$ cat config.mk
export PLATFORM = sky130hd
export DESIGN_NAME = wb_byte_master_flat
export DESIGN_NICKNAME = d
export VERILOG_FILES = /design/src/rtl/wb_byte_master_pkg.sv /design/src/rtl/wb_byte_master_if.sv /design/src/rtl/wb_byte_master.sv /design/src/flat_wrapper.sv
export SDC_FILE = /design/constraint.sdc
export NUM_CORES = 1
export LEC_CHECK = 0
export ABC_AREA = 1
export CELL_PAD_IN_SITES_DETAIL_PLACEMENT = 2
export CELL_PAD_IN_SITES_GLOBAL_PLACEMENT = 2
export CORE_UTILIZATION = 25
export CTS_CLUSTER_DIAMETER = 150
export DETAILED_ROUTE_END_ITERATION = 6
export PLACE_DENSITY = 0.77
export SYNTH_ARGS = -nofsm -noshare
export SYNTH_HDL_FRONTEND = slang
export SYNTH_SLANG_ARGS = --single-unit
export TNS_END_PERCENT = 50
$ cat constraint.sdc
create_clock -name wb_clk_i -period 1.44 [get_ports wb_clk_i]
set_clock_uncertainty 0.05 [all_clocks]
set_input_delay 0.144 -clock wb_clk_i [delete_from_list [all_inputs] [get_ports wb_clk_i]]
set_output_delay 0.144 -clock wb_clk_i [all_outputs]
set_load 0.1 [all_outputs]
$ cat src/rtl/wb_byte_master_pkg.sv
// Shared constants and types for the byte-stream Wishbone initiator.
package wb_byte_master_pkg;

   // Command opcodes accepted on the byte stream
   localparam logic [7:0] OP_WRITE    = 8'h57;
   localparam logic [7:0] OP_READ     = 8'h52;

   // Status bytes returned on the response stream
   localparam logic [7:0] RSP_OK      = 8'h4B;
   localparam logic [7:0] RSP_TIMEOUT = 8'h54;
   localparam logic [7:0] RSP_BADOP   = 8'h3F;

   // Longest response: status byte plus four read-data bytes
   localparam int RESP_BYTES = 5;

   typedef enum logic [2:0] {
      ST_IDLE,
      ST_ADDR,
      ST_DATA,
      ST_BUS,
      ST_RESP
   } state_t;

endpackage

$ cat src/rtl/wb_byte_master_if.sv
// Byte-stream transport plus Wishbone classic initiator signals.
interface wb_byte_master_if;

   logic [7:0]  rx_data;
   logic        rx_valid;
   logic        rx_ready;
   logic [7:0]  tx_data;
   logic        tx_valid;
   logic        tx_ready;

   logic        wbm_cyc_o;
   logic        wbm_stb_o;
   logic        wbm_we_o;
   logic [3:0]  wbm_sel_o;
   logic [31:0] wbm_adr_o;
   logic [31:0] wbm_dat_o;
   logic [31:0] wbm_dat_i;
   logic        wbm_ack_i;

   // Seen from the command parser / bus initiator
   modport master (
      input  rx_data, rx_valid, tx_ready, wbm_dat_i, wbm_ack_i,
      output rx_ready, tx_data, tx_valid,
      output wbm_cyc_o, wbm_stb_o, wbm_we_o, wbm_sel_o, wbm_adr_o, wbm_dat_o
   );

   // Seen from the byte transport and the Wishbone slave
   modport slave (
      output rx_data, rx_valid, tx_ready, wbm_dat_i, wbm_ack_i,
      input  rx_ready, tx_data, tx_valid,
      input  wbm_cyc_o, wbm_stb_o, wbm_we_o, wbm_sel_o, wbm_adr_o, wbm_dat_o
   );

endinterface

$ cat src/rtl/wb_byte_master.sv
// Parses 'W'/'R' command frames from a byte stream, runs one Wishbone
// classic cycle per frame and streams back a status byte (plus read data).
module wb_byte_master
   import wb_byte_master_pkg::*;
#(
   parameter int TIMEOUT = 255
) (
   input  logic             wb_clk_i,
   input  logic             wb_rst_i,
   wb_byte_master_if.master bus,
   output logic             busy
);

   state_t      state_reg, state_next;
   logic [1:0]  byte_cnt_reg, byte_cnt_next;
   logic        we_reg, we_next;
   logic [31:0] adr_reg, adr_next;
   logic [31:0] dat_reg, dat_next;
   logic [15:0] tmo_reg, tmo_next;
   // Response bytes go out from bits [7:0]; the buffer shifts right per byte
   logic [8*RESP_BYTES-1:0] resp_reg, resp_next;
   logic [2:0]  resp_cnt_reg, resp_cnt_next;

   logic        accepting;
   logic        rx_fire;

   assign accepting = (state_reg == ST_IDLE) || (state_reg == ST_ADDR) ||
                      (state_reg == ST_DATA);
   assign rx_fire   = bus.rx_valid && accepting;

   // Host stalls whenever the block is in reset or not collecting a frame
   assign bus.rx_ready  = accepting && !wb_rst_i;
   assign bus.tx_valid  = (state_reg == ST_RESP);
   assign bus.tx_data   = resp_reg[7:0];
   assign bus.wbm_cyc_o = (state_reg == ST_BUS);
   assign bus.wbm_stb_o = (state_reg == ST_BUS);
   assign bus.wbm_sel_o = (state_reg == ST_BUS) ? 4'hF : 4'h0;
   assign bus.wbm_we_o  = we_reg;
   assign bus.wbm_adr_o = adr_reg;
   assign bus.wbm_dat_o = dat_reg;
   assign busy          = (state_reg != ST_IDLE);

   // Next-state and datapath update for frame parsing, bus cycle and response
   always_comb begin
      state_next    = state_reg;
      byte_cnt_next = byte_cnt_reg;
      we_next       = we_reg;
      adr_next      = adr_reg;
      dat_next      = dat_reg;
      tmo_next      = tmo_reg;
      resp_next     = resp_reg;
      resp_cnt_next = resp_cnt_reg;

      case (state_reg)
         ST_IDLE: begin
            if (rx_fire) begin
               if (bus.rx_data == OP_WRITE || bus.rx_data == OP_READ) begin
                  we_next       = (bus.rx_data == OP_WRITE);
                  byte_cnt_next = 2'd0;
                  state_next    = ST_ADDR;
               end else begin
                  resp_next     = {32'h0, RSP_BADOP};
                  resp_cnt_next = 3'd1;
                  state_next    = ST_RESP;
               end
            end
         end

         ST_ADDR: begin
            if (rx_fire) begin
               // Little-endian: first byte ends up in adr[7:0]
               adr_next      = {bus.rx_data, adr_reg[31:8]};
               byte_cnt_next = byte_cnt_reg + 2'd1;
               if (byte_cnt_reg == 2'd3) begin
                  tmo_next   = 16'd0;
                  state_next = we_reg ? ST_DATA : ST_BUS;
               end
            end
         end

         ST_DATA: begin
            if (rx_fire) begin
               dat_next      = {bus.rx_data, dat_reg[31:8]};
               byte_cnt_next = byte_cnt_reg + 2'd1;
               if (byte_cnt_reg == 2'd3) begin
                  tmo_next   = 16'd0;
                  state_next = ST_BUS;
               end
            end
         end

         ST_BUS: begin
            // Acknowledge takes priority over a timeout in the same cycle
            if (bus.wbm_ack_i) begin
               if (we_reg) begin
                  resp_next     = {32'h0, RSP_OK};
                  resp_cnt_next = 3'd1;
               end else begin
                  resp_next     = {bus.wbm_dat_i, RSP_OK};
                  resp_cnt_next = 3'(RESP_BYTES);
               end
               state_next = ST_RESP;
            end else if (tmo_reg == 16'(TIMEOUT - 1)) begin
               resp_next     = {32'h0, RSP_TIMEOUT};
               resp_cnt_next = 3'd1;
               state_next    = ST_RESP;
            end else begin
               tmo_next = tmo_reg + 16'd1;
            end
         end

         ST_RESP: begin
            if (bus.tx_ready) begin
               resp_next     = {8'h0, resp_reg[8*RESP_BYTES-1:8]};
               resp_cnt_next = resp_cnt_reg - 3'd1;
               if (resp_cnt_reg == 3'd1) begin
                  state_next = ST_IDLE;
               end
            end
         end

         default: state_next = ST_IDLE;
      endcase
   end

   // State and datapath registers; reset discards any partial frame or cycle
   always_ff @(posedge wb_clk_i) begin
      if (wb_rst_i) begin
         state_reg    <= ST_IDLE;
         byte_cnt_reg <= 2'd0;
         we_reg       <= 1'b0;
         adr_reg      <= 32'h0;
         dat_reg      <= 32'h0;
         tmo_reg      <= 16'd0;
         resp_reg     <= '0;
         resp_cnt_reg <= 3'd0;
      end else begin
         state_reg    <= state_next;
         byte_cnt_reg <= byte_cnt_next;
         we_reg       <= we_next;
         adr_reg      <= adr_next;
         dat_reg      <= dat_next;
         tmo_reg      <= tmo_next;
         resp_reg     <= resp_next;
         resp_cnt_reg <= resp_cnt_next;
      end
   end

endmodule

$ cat src/flat_wrapper.sv
// flat-port wrapper written by rule: the top's interface ports become plain ports
module wb_byte_master_flat import wb_byte_master_pkg::*;
#(
   parameter int TIMEOUT = 255
)
  (wb_clk_i, wb_rst_i, busy, bus_rx_data, bus_rx_valid, bus_tx_ready, bus_wbm_dat_i, bus_wbm_ack_i, bus_rx_ready, bus_tx_data, bus_tx_valid, bus_wbm_cyc_o, bus_wbm_stb_o, bus_wbm_we_o, bus_wbm_sel_o, bus_wbm_adr_o, bus_wbm_dat_o);
  wb_byte_master_if bus_i ();
  input  logic wb_clk_i;
  input  logic wb_rst_i;
  output logic busy;
  input wire logic [$bits(bus_i.rx_data)-1:0] bus_rx_data;
  input wire logic [$bits(bus_i.rx_valid)-1:0] bus_rx_valid;
  input wire logic [$bits(bus_i.tx_ready)-1:0] bus_tx_ready;
  input wire logic [$bits(bus_i.wbm_dat_i)-1:0] bus_wbm_dat_i;
  input wire logic [$bits(bus_i.wbm_ack_i)-1:0] bus_wbm_ack_i;
  output wire logic [$bits(bus_i.rx_ready)-1:0] bus_rx_ready;
  output wire logic [$bits(bus_i.tx_data)-1:0] bus_tx_data;
  output wire logic [$bits(bus_i.tx_valid)-1:0] bus_tx_valid;
  output wire logic [$bits(bus_i.wbm_cyc_o)-1:0] bus_wbm_cyc_o;
  output wire logic [$bits(bus_i.wbm_stb_o)-1:0] bus_wbm_stb_o;
  output wire logic [$bits(bus_i.wbm_we_o)-1:0] bus_wbm_we_o;
  output wire logic [$bits(bus_i.wbm_sel_o)-1:0] bus_wbm_sel_o;
  output wire logic [$bits(bus_i.wbm_adr_o)-1:0] bus_wbm_adr_o;
  output wire logic [$bits(bus_i.wbm_dat_o)-1:0] bus_wbm_dat_o;
  assign bus_i.rx_data = bus_rx_data;
  assign bus_i.rx_valid = bus_rx_valid;
  assign bus_i.tx_ready = bus_tx_ready;
  assign bus_i.wbm_dat_i = bus_wbm_dat_i;
  assign bus_i.wbm_ack_i = bus_wbm_ack_i;
  assign bus_rx_ready = bus_i.rx_ready;
  assign bus_tx_data = bus_i.tx_data;
  assign bus_tx_valid = bus_i.tx_valid;
  assign bus_wbm_cyc_o = bus_i.wbm_cyc_o;
  assign bus_wbm_stb_o = bus_i.wbm_stb_o;
  assign bus_wbm_we_o = bus_i.wbm_we_o;
  assign bus_wbm_sel_o = bus_i.wbm_sel_o;
  assign bus_wbm_adr_o = bus_i.wbm_adr_o;
  assign bus_wbm_dat_o = bus_i.wbm_dat_o;
  wb_byte_master #(.TIMEOUT(TIMEOUT)) u_core (.wb_clk_i(wb_clk_i), .wb_rst_i(wb_rst_i), .bus(bus_i), .busy(busy));
endmodule
==> results of run 1 <==
[power by group through the flow]
stage	combinational [mW]	clock [mW]	sequential (mW)
final	15.9	4.58	5.86
after global placement	10.6	0	5.49
after CTS	12.8	4.47	5.53
after floorplan	5.15	0	7.47
after detailed placement	10.9	0	5.55
after global routing	16.3	4.75	5.92
[area by class of cell]
type                    count  area, µm²
diodes                      1      2.502
multi-input cells         599       3486
clock buffers              18      439.2
inverters                  81      361.6
fillers                  2443      11770
repair buffers            274       3582
flip-flops and latches    129       2604
well taps                 313      391.6
clock inverters            14      143.9
[logic make-up after synthesis]
family                   after synthesis  synth area share
buffers and inverters                136            0.1016
adder cells (fa/ha/maj)                5           0.01072
AND/OR/NAND/NOR                      416            0.2841
XOR/XNOR                               3          0.004503
AO/OA/AOI/OAI                        165            0.1565
flip-flops                           129            0.4425
[routing by layer]
| layer | up-vias | global-route usage | part of all wire |
|---|---|---|---|
| li1 | 3210 | - | - |
| met1 | 3657 | 0.2904 | 0.39 |
| met2 | 266 | 0.4695 | 0.51 |
| met3 | 133 | 0.04343 | 0.040 |
| met4 | 0 | 0.1113 | 0.060 |
| met5 | - | 0 | 0 |
[worst paths after layout]
check	startpoint	cells past startpoint	endpoint
max	u_core.state_reg[2]$_SDFFE_PP0P_	11	u_core.resp_cnt_reg[2]$_SDFFE_PP0P_
min	bus_wbm_dat_i[29]	5	u_core.resp_reg[37]$_SDFFE_PP0P_
max reg2reg	u_core.state_reg[2]$_SDFFE_PP0P_	11	u_core.resp_cnt_reg[2]$_SDFFE_PP0P_
min reg2reg	u_core.bus.wbm_adr_o[0]$_SDFFE_PP0P_	2	u_core.bus.wbm_adr_o[0]$_SDFFE_PP0P_
[critical path: stages, from the launching register on]
cell and delay [ps]:
dfxtp_4 410, buf_6 150, inv_2 60, nand4_1 170, buf_6 200, nor2_4 160
buf_4 160, clkbuf_16 160, a21oi_1 60, nand2_1 110, nand2_1 130, nor2_1 220
[through the flow]
step                utilization  worst slack [ps]
floorplan                     -            -108.0
finish                   0.4834            -702.7
global route             0.4834            -703.2
global placement         0.3919            -816.7
CTS                      0.4395            -386.6
detailed placement       0.3919             -1021
[synthesized netlist by cell type]
cell type | n | share of area
or2_2 | 1 | 0.0011
o21ai_1 | 1 | 0.00086
nand3_2 | 1 | 0.0017
a21oi_4 | 1 | 0.0028
o21ai_0 | 70 | 0.060
clkbuf_1 | 28 | 0.018
nand2_1 | 178 | 0.11
buf_2 | 5 | 0.0043
a21oi_1 | 62 | 0.053
nand3_1 | 17 | 0.015
a22oi_1 | 24 | 0.031
buf_4 | 20 | 0.026
nor3b_1 | 1 | 0.0013
nor3_1 | 8 | 0.0069
clkinv_2 | 1 | 0.00086
xnor2_1 | 2 | 0.0030
nor2_8 | 1 | 0.0034
a31oi_1 | 1 | 0.0011
xor2_1 | 1 | 0.0015
ha_1 | 5 | 0.011
inv_2 | 6 | 0.0039
clkinv_1 | 2 | 0.0013
o211ai_1 | 1 | 0.0013
nand2_2 | 6 | 0.0064
buf_1 | 2 | 0.0013
nor2_1 | 195 | 0.13
nand3b_1 | 1 | 0.0013
o21bai_1 | 5 | 0.0064
nand4_1 | 7 | 0.0075
inv_1 | 72 | 0.046
dfxtp_1 | 129 | 0.44
[repair_timing]
action | in CTS | in global routing
setup endpoints to repair | 129 | 134
resized for setup | 75 | 178
setup buffers | 20 | 26
pin swaps | 14 | 46
cloned | 9 | 8
==> results.json, run 1 <==
{
  "rows": 55,
  "die_area_mm2": 0.02396,
  "vias": 7266,
  "wire_per_inst_um": 26.80,
  "die_w_um": 154.8,
  "min-delay-path-class": "in2reg",
  "fin_cells": 1429,
  "cts_tree": "built",
  "worstSetupStartpointType": "flip-flop",
  "crit_arrival_ps": 2450,
  "coreArea_mm2": 0.02278,
  "finalHoldViolCount": 0,
  "pwr-share-comb": 0.604,
  "internal_power_mw": 12.74,
  "placed_area_mm2": 0.008927,
  "netlist_area_mm2": 0.005836,
  "die_h_um": 154.8,
  "finalMaxSlewViolations": 0,
  "cts_hold_buf": 0,
  "p_switching_mw": 13.61,
  "ys_ff_latch": 129,
  "ant_nets": 0,
  "wl_um": 38290,
  "numCtsBuffers": 17,
  "clockBufferDepth": 2,
  "endpoint_kind": "flip-flop",
  "yosysSeqAreaShare": 0.4425,
  "area_growth_pct": 88.68,
  "leakagePower_nw": 4.606,
  "drt_iter0_markers": 324,
  "power_frac_clock": 0.174,
  "start_util": 0.2562,
  "remaining_drc_errors": 0,
  "maxCapViolations": 0,
  "post-route-period-util": 1.488,
  "drive_gt1_frac": 0.4018,
  "grt_pass1_wl_um": 46060,
  "outcome": "complete, but fails checks",
  "vias_per_cell": 5.085,
  "cts_root_buffer": "clkbuf_16",
  "cts_sinks": 129,
  "rsz0062_at_grt": "true",
  "maxSlewHeadroom": 0.7682,
  "final.setup.tns_ps": -47660,
  "cp_max_fo": 8,
  "grt_max_degree": 51,
  "antenna_found_initial": 1,
  "vdd_ir_drop_max_uv": 1556,
  "synth_warnings": 0,
  "gp_congestion": 0.8727,
  "avgSynthCellArea_um2": 6.833,
  "synth_cell_types": 31,
  "dpl.hpwl_um": 15600,
  "crit_type": "reg2reg",
  "period_minus_slack_ps": 2143,
  "fin_nets": 1152,
  "mostFrequentLayoutCells": "149 x nor2_1, 138 x nand2_1, 118 x dfxtp_1",
  "power.density_mw_per_mm2": 2393,
  "power_frac_seq": 0.223,
  "worst_slew_pin_slew_ps": 347.3,
  "synth_nets": 904,
  "cp.required_ps": 1750,
  "fin_area_mm2": 0.01101,
  "r2r_slack_ps": -700,
  "layout_commonest_cell": "nor2_1",
  "io_buffers": 126,
  "dp.cells": 1333,
  "grt_overflow": 0,
  "power.total_mw": 26.35,
  "clk_pin_slew_ps": 70,
  "io-pin-count": 127,
  "htree_num_levels": 4,
  "syn_inst": 854,
  "finalSetupViolCount": 135,
  "worstSkewPairLatency_ps": 460,
  "grt_usage": 0.2560,
  "hold_ws_ps": 274.4,
  "dr.pass1.iters": 4,
  "netSwitchingFraction": 0.5166,
  "max_freq_mhz": 466.7,
  "largest_register_ffs": 40,
  "grt_pass1_vias": 7579,
  "setup_slack_ps": -702.7,
  "violations": "setup timing"
}
(Power assumes the default switching activity.)
==> inputs of run 2 (changes only) <==
--- a/config.mk
+++ b/config.mk
@@ -8,9 +8,11 @@
 export ABC_AREA = 1
 export CELL_PAD_IN_SITES_DETAIL_PLACEMENT = 2
 export CELL_PAD_IN_SITES_GLOBAL_PLACEMENT = 2
+export CORE_MARGIN = 2
 export CORE_UTILIZATION = 25
-export CTS_CLUSTER_DIAMETER = 150
+export CTS_CLUSTER_DIAMETER = 200
 export DETAILED_ROUTE_END_ITERATION = 6
+export HOLD_SLACK_MARGIN = 0.03
 export PLACE_DENSITY = 0.77
 export SYNTH_ARGS = -nofsm -noshare
 export SYNTH_HDL_FRONTEND = slang
==> run 2 against run 1 <==
  * The run still ends with setup timing left
  * Sequential share of layout area is 0.76 points lower
  * Maximum frequency grew 5.7%
  * Die area is 2.6% higher
  * Largest cell class is now multi-input gates
  * Largest power group unchanged
==> results.json, run 2 (synthesis results as in run 1) <==
{
  "outcome": "complete, but fails checks",
  "violations": "setup timing",
  "crit_arrival_ps": 2350,
  "io-pin-count": 127,
  "worstSkewPairLatency_ps": 460,
  "crit_type": "reg2reg",
  "place_ws_ps": -976.8,
  "vdd_ir_drop_max_uv": 1977,
  "post-route-period-util": 1.407,
  "timing.critical_path.mode_cell": "nand2_1",
  "final.setup.tns_ps": -44820,
  "clockBufferDepth": 2,
  "maxCapViolations": 0,
  "io_buffers": 126,
  "path_cells": "buf_6, nand4_1, buf_4, nor2_4, buf_12, clkbuf_16, a22oi_1, nand2_1, nand2_1, nor2_1",
  "r2r_slack_ps": -590,
  "endpoint_kind": "flip-flop",
  "vias": 7406,
  "cp.required_ps": 1770,
  "worst_slew_pin_slew_ps": 391.0,
  "finalMaxSlewViolations": 0,
  "clk_pin_slew_ps": 70,
  "die_w_um": 156.8,
  "power.total_mw": 27.97,
  "largest_register_ffs": 40,
  "crit_slowest_cell": "dfxtp_4",
  "hold_path_end": "u_core.resp_reg[36]$_SDFFE_PP0P_",
  "min_from": "bus_wbm_dat_i[28]",
  "wl_um": 39710,
  "min-delay-path-class": "in2reg",
  "grt_max_degree": 48,
  "die_area_mm2": 0.02458,
  "cp_max_fo": 8,
  "grt_usage": 0.2688,
  "max_freq_mhz": 493.4,
  "antenna_cells": 0,
  "power.density_mw_per_mm2": 2462,
  "leakagePower_nw": 4.655,
  "setup_slack_ps": -586.7,
  "worstSetupStartpointType": "flip-flop",
  "remaining_drc_errors": 0,
  "drive_gt1_frac": 0.4560,
  "wire_per_inst_um": 27.83,
  "cts_hold_buf": 0,
  "numCtsBuffers": 17,
  "r2r.worst_path.cells": 10,
  "mostFrequentLayoutCells": "126 x nand2_1, 121 x nor2_1, 120 x dfxtp_1",
  "rows": 55,
  "drt_iter0_markers": 404,
  "max_stage_delay_ps": 420,
  "antenna_found_initial": 0,
  "grt_pass1_vias": 7832,
  "rsz0062_at_grt": "true",
  "r2r-end": "u_core.resp_reg[30]$_SDFFE_PP0P_",
  "ant_nets": 0,
  "grt_overflow": 0,
  "htree_num_levels": 4,
  "layout_commonest_cell": "nand2_1",
  "dpl.hpwl_um": 15700,
  "die_h_um": 156.8,
  "maxSlewHeadroom": 0.7393,
  "placed_area_mm2": 0.008945,
  "grt_pass1_wl_um": 49270,
  "finalSetupViolCount": 118,
  "gp_congestion": 0.7613,
  "area_growth_pct": 94.73,
  "dr.pass1.iters": 7,
  "period_minus_slack_ps": 2027,
  "fin_nets": 1151,
  "finalHoldViolCount": 0,
  "cts_sinks": 129,
  "whs_path_depth": 5,
  "cts_tree": "built",
  "vias_per_cell": 5.190,
  "coreArea_mm2": 0.02278,
  "start_util": 0.2562,
  "cts_root_buffer": "clkbuf_16",
  "post-route-util": 0.4989,
  "r2r-start": "u_core.state_reg[0]$_SDFFE_PP0P_",
  "fin_area_mm2": 0.01136
}
## run 2: cell types whose count changed in the layout (fill, tap and decap cells not counted), sizes merged
| cell | change |
|---|---|
| buf | -3 |
| bufbuf | +1 |
| clkbuf | +1 |
| clkinv | +2 |
| clkinvlp | -3 |
| diode | -1 |
| inv | +1 |
## run 2: cell type report
cell class	instances	area [µm²]
Fill cell	2373	11410
Multi-Input combinational cell	599	3769
Timing Repair Buffer	273	3666
Sequential cell	129	2601
Clock buffer	18	439.2
Tap cell	313	391.6
Inverter	81	352.8
Clock inverter	14	143.9
## run 2: routing by layer
metal	vias up	track usage	wire, µm
li1	3205	-	-
met1	3799	0.3126	15550
met2	288	0.4760	20540
met3	114	0.04929	1699
met4	0	0.1254	1922
met5	-	0	0
## run 2: critical path: cells and delay by family, from the launching register on
family / cells / cell delay [ps]
buf+inv: 4 / 710
flops: 1 / 420
simple gates: 5 / 670
compound gates: 1 / 100
## run 2: how the worst max path moves through the flow
stage / from / end / slack [ps] / depth (start not counted)
after floorplan: u_core.state_reg[0]$_SDFFE_PP0P_ / u_core.resp_reg[11]$_SDFFE_PP0P_ / -110 / 13
after global placement: bus_rx_data[2] / u_core.resp_reg[19]$_SDFFE_PP0P_ / -850 / 10
after detailed placement: u_core.tmo_reg[0]$_SDFFE_PP0P_ / u_core.resp_reg[6]$_SDFFE_PP0P_ / -980 / 11
after CTS: u_core.state_reg[1]$_SDFFE_PP0P_ / bus_wbm_sel_o[1] / -320 / 7
after global routing: u_core.state_reg[2]$_SDFFE_PP0P_ / u_core.resp_reg[35]$_SDFFE_PP0P_ / -550 / 11
final: u_core.state_reg[0]$_SDFFE_PP0P_ / u_core.resp_reg[30]$_SDFFE_PP0P_ / -590 / 10
## run 2: power breakdown
part	leakage [nW]	internal, mW	total (mW)	switching [mW]
logic	3.31	6.45	17.3	10.9
clock network	0.283	2.48	4.64	2.16
registers	1.06	4.60	5.99	1.40
total	4.65	13.5	28.0	14.4
## run 2: stage by stage
| stage | hold slack, ps | std cells |
|---|---|---|
| CTS | 268.8 | 1408 |
| global route | 347.3 | 1427 |
| global placement | 411.6 | 1337 |
| finish | 319.9 | 1427 |
| detailed placement | 423.6 | 1337 |
| floorplan | 153.4 | 854 |
## run 2: repair_timing
item,4_1_cts,5_1_grt
pin swaps,31,64
endpoints found under the hold margin,0,0
gates cloned,11,8
endpoints found under the setup margin,111,137
gates resized for setup,141,215
setup buffers,28,11
==> inputs of run 3 (changes only) <==
--- a/config.mk
+++ b/config.mk
@@ -8,12 +8,12 @@
 export ABC_AREA = 1
 export CELL_PAD_IN_SITES_DETAIL_PLACEMENT = 2
 export CELL_PAD_IN_SITES_GLOBAL_PLACEMENT = 2
-export CORE_MARGIN = 2
 export CORE_UTILIZATION = 25
 export CTS_CLUSTER_DIAMETER = 200
 export DETAILED_ROUTE_END_ITERATION = 6
 export HOLD_SLACK_MARGIN = 0.03
 export PLACE_DENSITY = 0.77
+export SKIP_LAST_GASP = 1
 export SYNTH_ARGS = -nofsm -noshare
 export SYNTH_HDL_FRONTEND = slang
 export SYNTH_SLANG_ARGS = --single-unit
==> constraint.sdc (replaced) <==
create_clock -name wb_clk_i -period 1.44 [get_ports wb_clk_i]
set_clock_uncertainty 0.05 [all_clocks]
set_input_delay 0.216 -clock wb_clk_i [delete_from_list [all_inputs] [get_ports wb_clk_i]]
set_output_delay 0.216 -clock wb_clk_i [all_outputs]
set_load 0.1 [all_outputs]
==> run 3 against run 2 <==
  * Register-to-register slack gained 30 ps
  * Largest cell class is now non-clock buffers
  * Highest routed layer unchanged
  * Non-clock buffer count shrank 1
  * Worst hold slack gained 26 ps
  * The run still ends with setup timing left
  * Largest power group unchanged
  * Die area shrank 2.5%
  * Via count shrank 8.1%
==> results.json, run 3 (synthesis results as in run 1) <==
{
  "die_w_um": 154.8,
  "io_buffers": 126,
  "power.total_mw": 25.42,
  "rsz0062_at_grt": "true",
  "grt_pass1_vias": 7259,
  "max_freq_mhz": 501.5,
  "cts_tree": "built",
  "period_minus_slack_ps": 1994,
  "grt_pass1_wl_um": 39600,
  "wire_per_inst_um": 21.52,
  "whs_path_depth": 5,
  "drive_gt1_frac": 0.3587,
  "nFillCells": 2447,
  "dpl.hpwl_um": 15550,
  "place_ws_ps": -505.4,
  "finalSetupViolCount": 138,
  "antenna_cells": 0,
  "outcome": "complete, but fails checks",
  "wl_met2_um": 16600,
  "setup_slack_ps": -553.9,
  "r2r.worst_path.cells": 13,
  "crit_slowest_cell": "dfxtp_1",
  "die_h_um": 154.8,
  "fin_nets": 1141,
  "m1WireLength_um": 12260,
  "die_area_mm2": 0.02396,
  "grt_overflow": 0,
  "coreArea_mm2": 0.02278,
  "highest_layer": "met4",
  "worstSkewPairLatency_ps": 450,
  "htree_num_levels": 4,
  "maxCapViolations": 0,
  "cp_top_family": "simple AND/OR/NAND/NOR gates",
  "regArea_mm2": 0.002599,
  "gp_congestion": 0.8429,
  "crit_arrival_ps": 2270,
  "finalMaxSlewViolations": 0,
  "endpoint_kind": "flip-flop",
  "ant_nets": 0,
  "cp.required_ps": 1710,
  "antenna_found_initial": 0,
  "largest_register_ffs": 40,
  "crit_buf_inv": 3,
  "path_depth": 13,
  "finalHoldViolCount": 0,
  "remaining_drc_errors": 0,
  "clk_pin_slew_ps": 80,
  "met3_length_um": 696,
  "worstSetupStartpointType": "flip-flop",
  "numCtsBuffers": 17,
  "power.density_mw_per_mm2": 2369,
  "wl_um": 30490,
  "maxSlewHeadroom": 0.7167,
  "vias_per_cell": 4.804,
  "dp.cells": 1339,
  "multi_input_area_mm2": 0.003224,
  "cts_sinks": 129,
  "timing.critical_path.mode_cell": "nand2_1",
  "dr.pass1.iters": 4,
  "area_growth_pct": 83.90,
  "clockBufferDepth": 2,
  "worst_slew_pin_slew_ps": 420.5,
  "post-route-period-util": 1.385,
  "min-delay-path-class": "in2reg",
  "post-route-util": 0.4711,
  "cp_max_fo": 9,
  "hold_ws_ps": 345.8,
  "path_cells": "nand2_1, inv_2, nand2_1, nor2_2, nand2_2, nand2_4, nand2_4, nor2_8, buf_4, buf_12, nand2_1, nand2_1, nor2_1",
  "leakagePower_nw": 4.579,
  "vias": 6807,
  "crit_type": "reg2reg",
  "mostFrequentLayoutCells": "157 x nor2_1, 143 x nand2_1, 122 x dfxtp_1",
  "grt_max_degree": 43,
  "rows": 55,
  "max_stage_delay_ps": 360,
  "start_util": 0.2562,
  "grt_usage": 0.2146,
  "cts_root_buffer": "clkbuf_16",
  "io-pin-count": 127,
  "cts_hold_buf": 0,
  "drt_iter0_markers": 293,
  "fin_cells": 1417,
  "violations": "setup timing",
  "layout_commonest_cell": "nor2_1",
  "vdd_ir_drop_max_uv": 962.5
}
run 3: final cells by class:
cell class                 instances  area share
clock buffer                      18     0.03999
clock inverter                    14     0.01667
inverter                          81     0.03276
multi-input combinational        590      0.3005
sequential                       129      0.2422
tap                              313     0.03649
timing repair buffer             272      0.3315
run 3: layer usage:
layer,global-route usage,vias to the layer above
li1,-,3174
met1,0.2370,3432
met2,0.4066,143
met3,0.04091,58
met4,0.07449,0
met5,0,-
run 3: worst paths after layout:
path	startpoint	endpoint	slack [ps]
hold reg to reg	u_core.resp_reg[37]$_SDFFE_PP0P_	u_core.resp_reg[37]$_SDFFE_PP0P_	430
hold / removal	bus_wbm_dat_i[27]	u_core.resp_reg[35]$_SDFFE_PP0P_	350
setup reg to reg	u_core.tmo_reg[4]$_SDFFE_PP0P_	u_core.resp_reg[27]$_SDFFE_PP0P_	-550
setup / recovery	u_core.tmo_reg[4]$_SDFFE_PP0P_	u_core.resp_reg[27]$_SDFFE_PP0P_	-550
run 3: what timing repair did:
action | CTS | global route
gates resized for setup | 58 | 127
cloned | 6 | 4
setup endpoints to repair | 114 | 138
buffers inserted | 17 | 22
pin swaps | 16 | 33
run 3: per-stage QoR:
step | TNS [ps] | instance area, µm²
2_1_floorplan | -4535 | 5973
3_3_place_gp | -41720 | 9012
3_5_place_dp | -48800 | 9012
4_1_cts | -37610 | 10100
5_1_grt | -62430 | 10730
6_report | -53400 | 10730
run 3: worst reg2reg max path, delay by kind of cell, from the launching register on:
kind	cells	cell delay, ps
buf+inv	3	390
flops	1	360
simple gates	10	1070
run 3: report_power, final:
group          internal (mW)  total, mW  switching, mW
logic                   5.97       15.1           9.09
registers               4.60       5.67           1.07
clock network           2.75       4.69           1.94
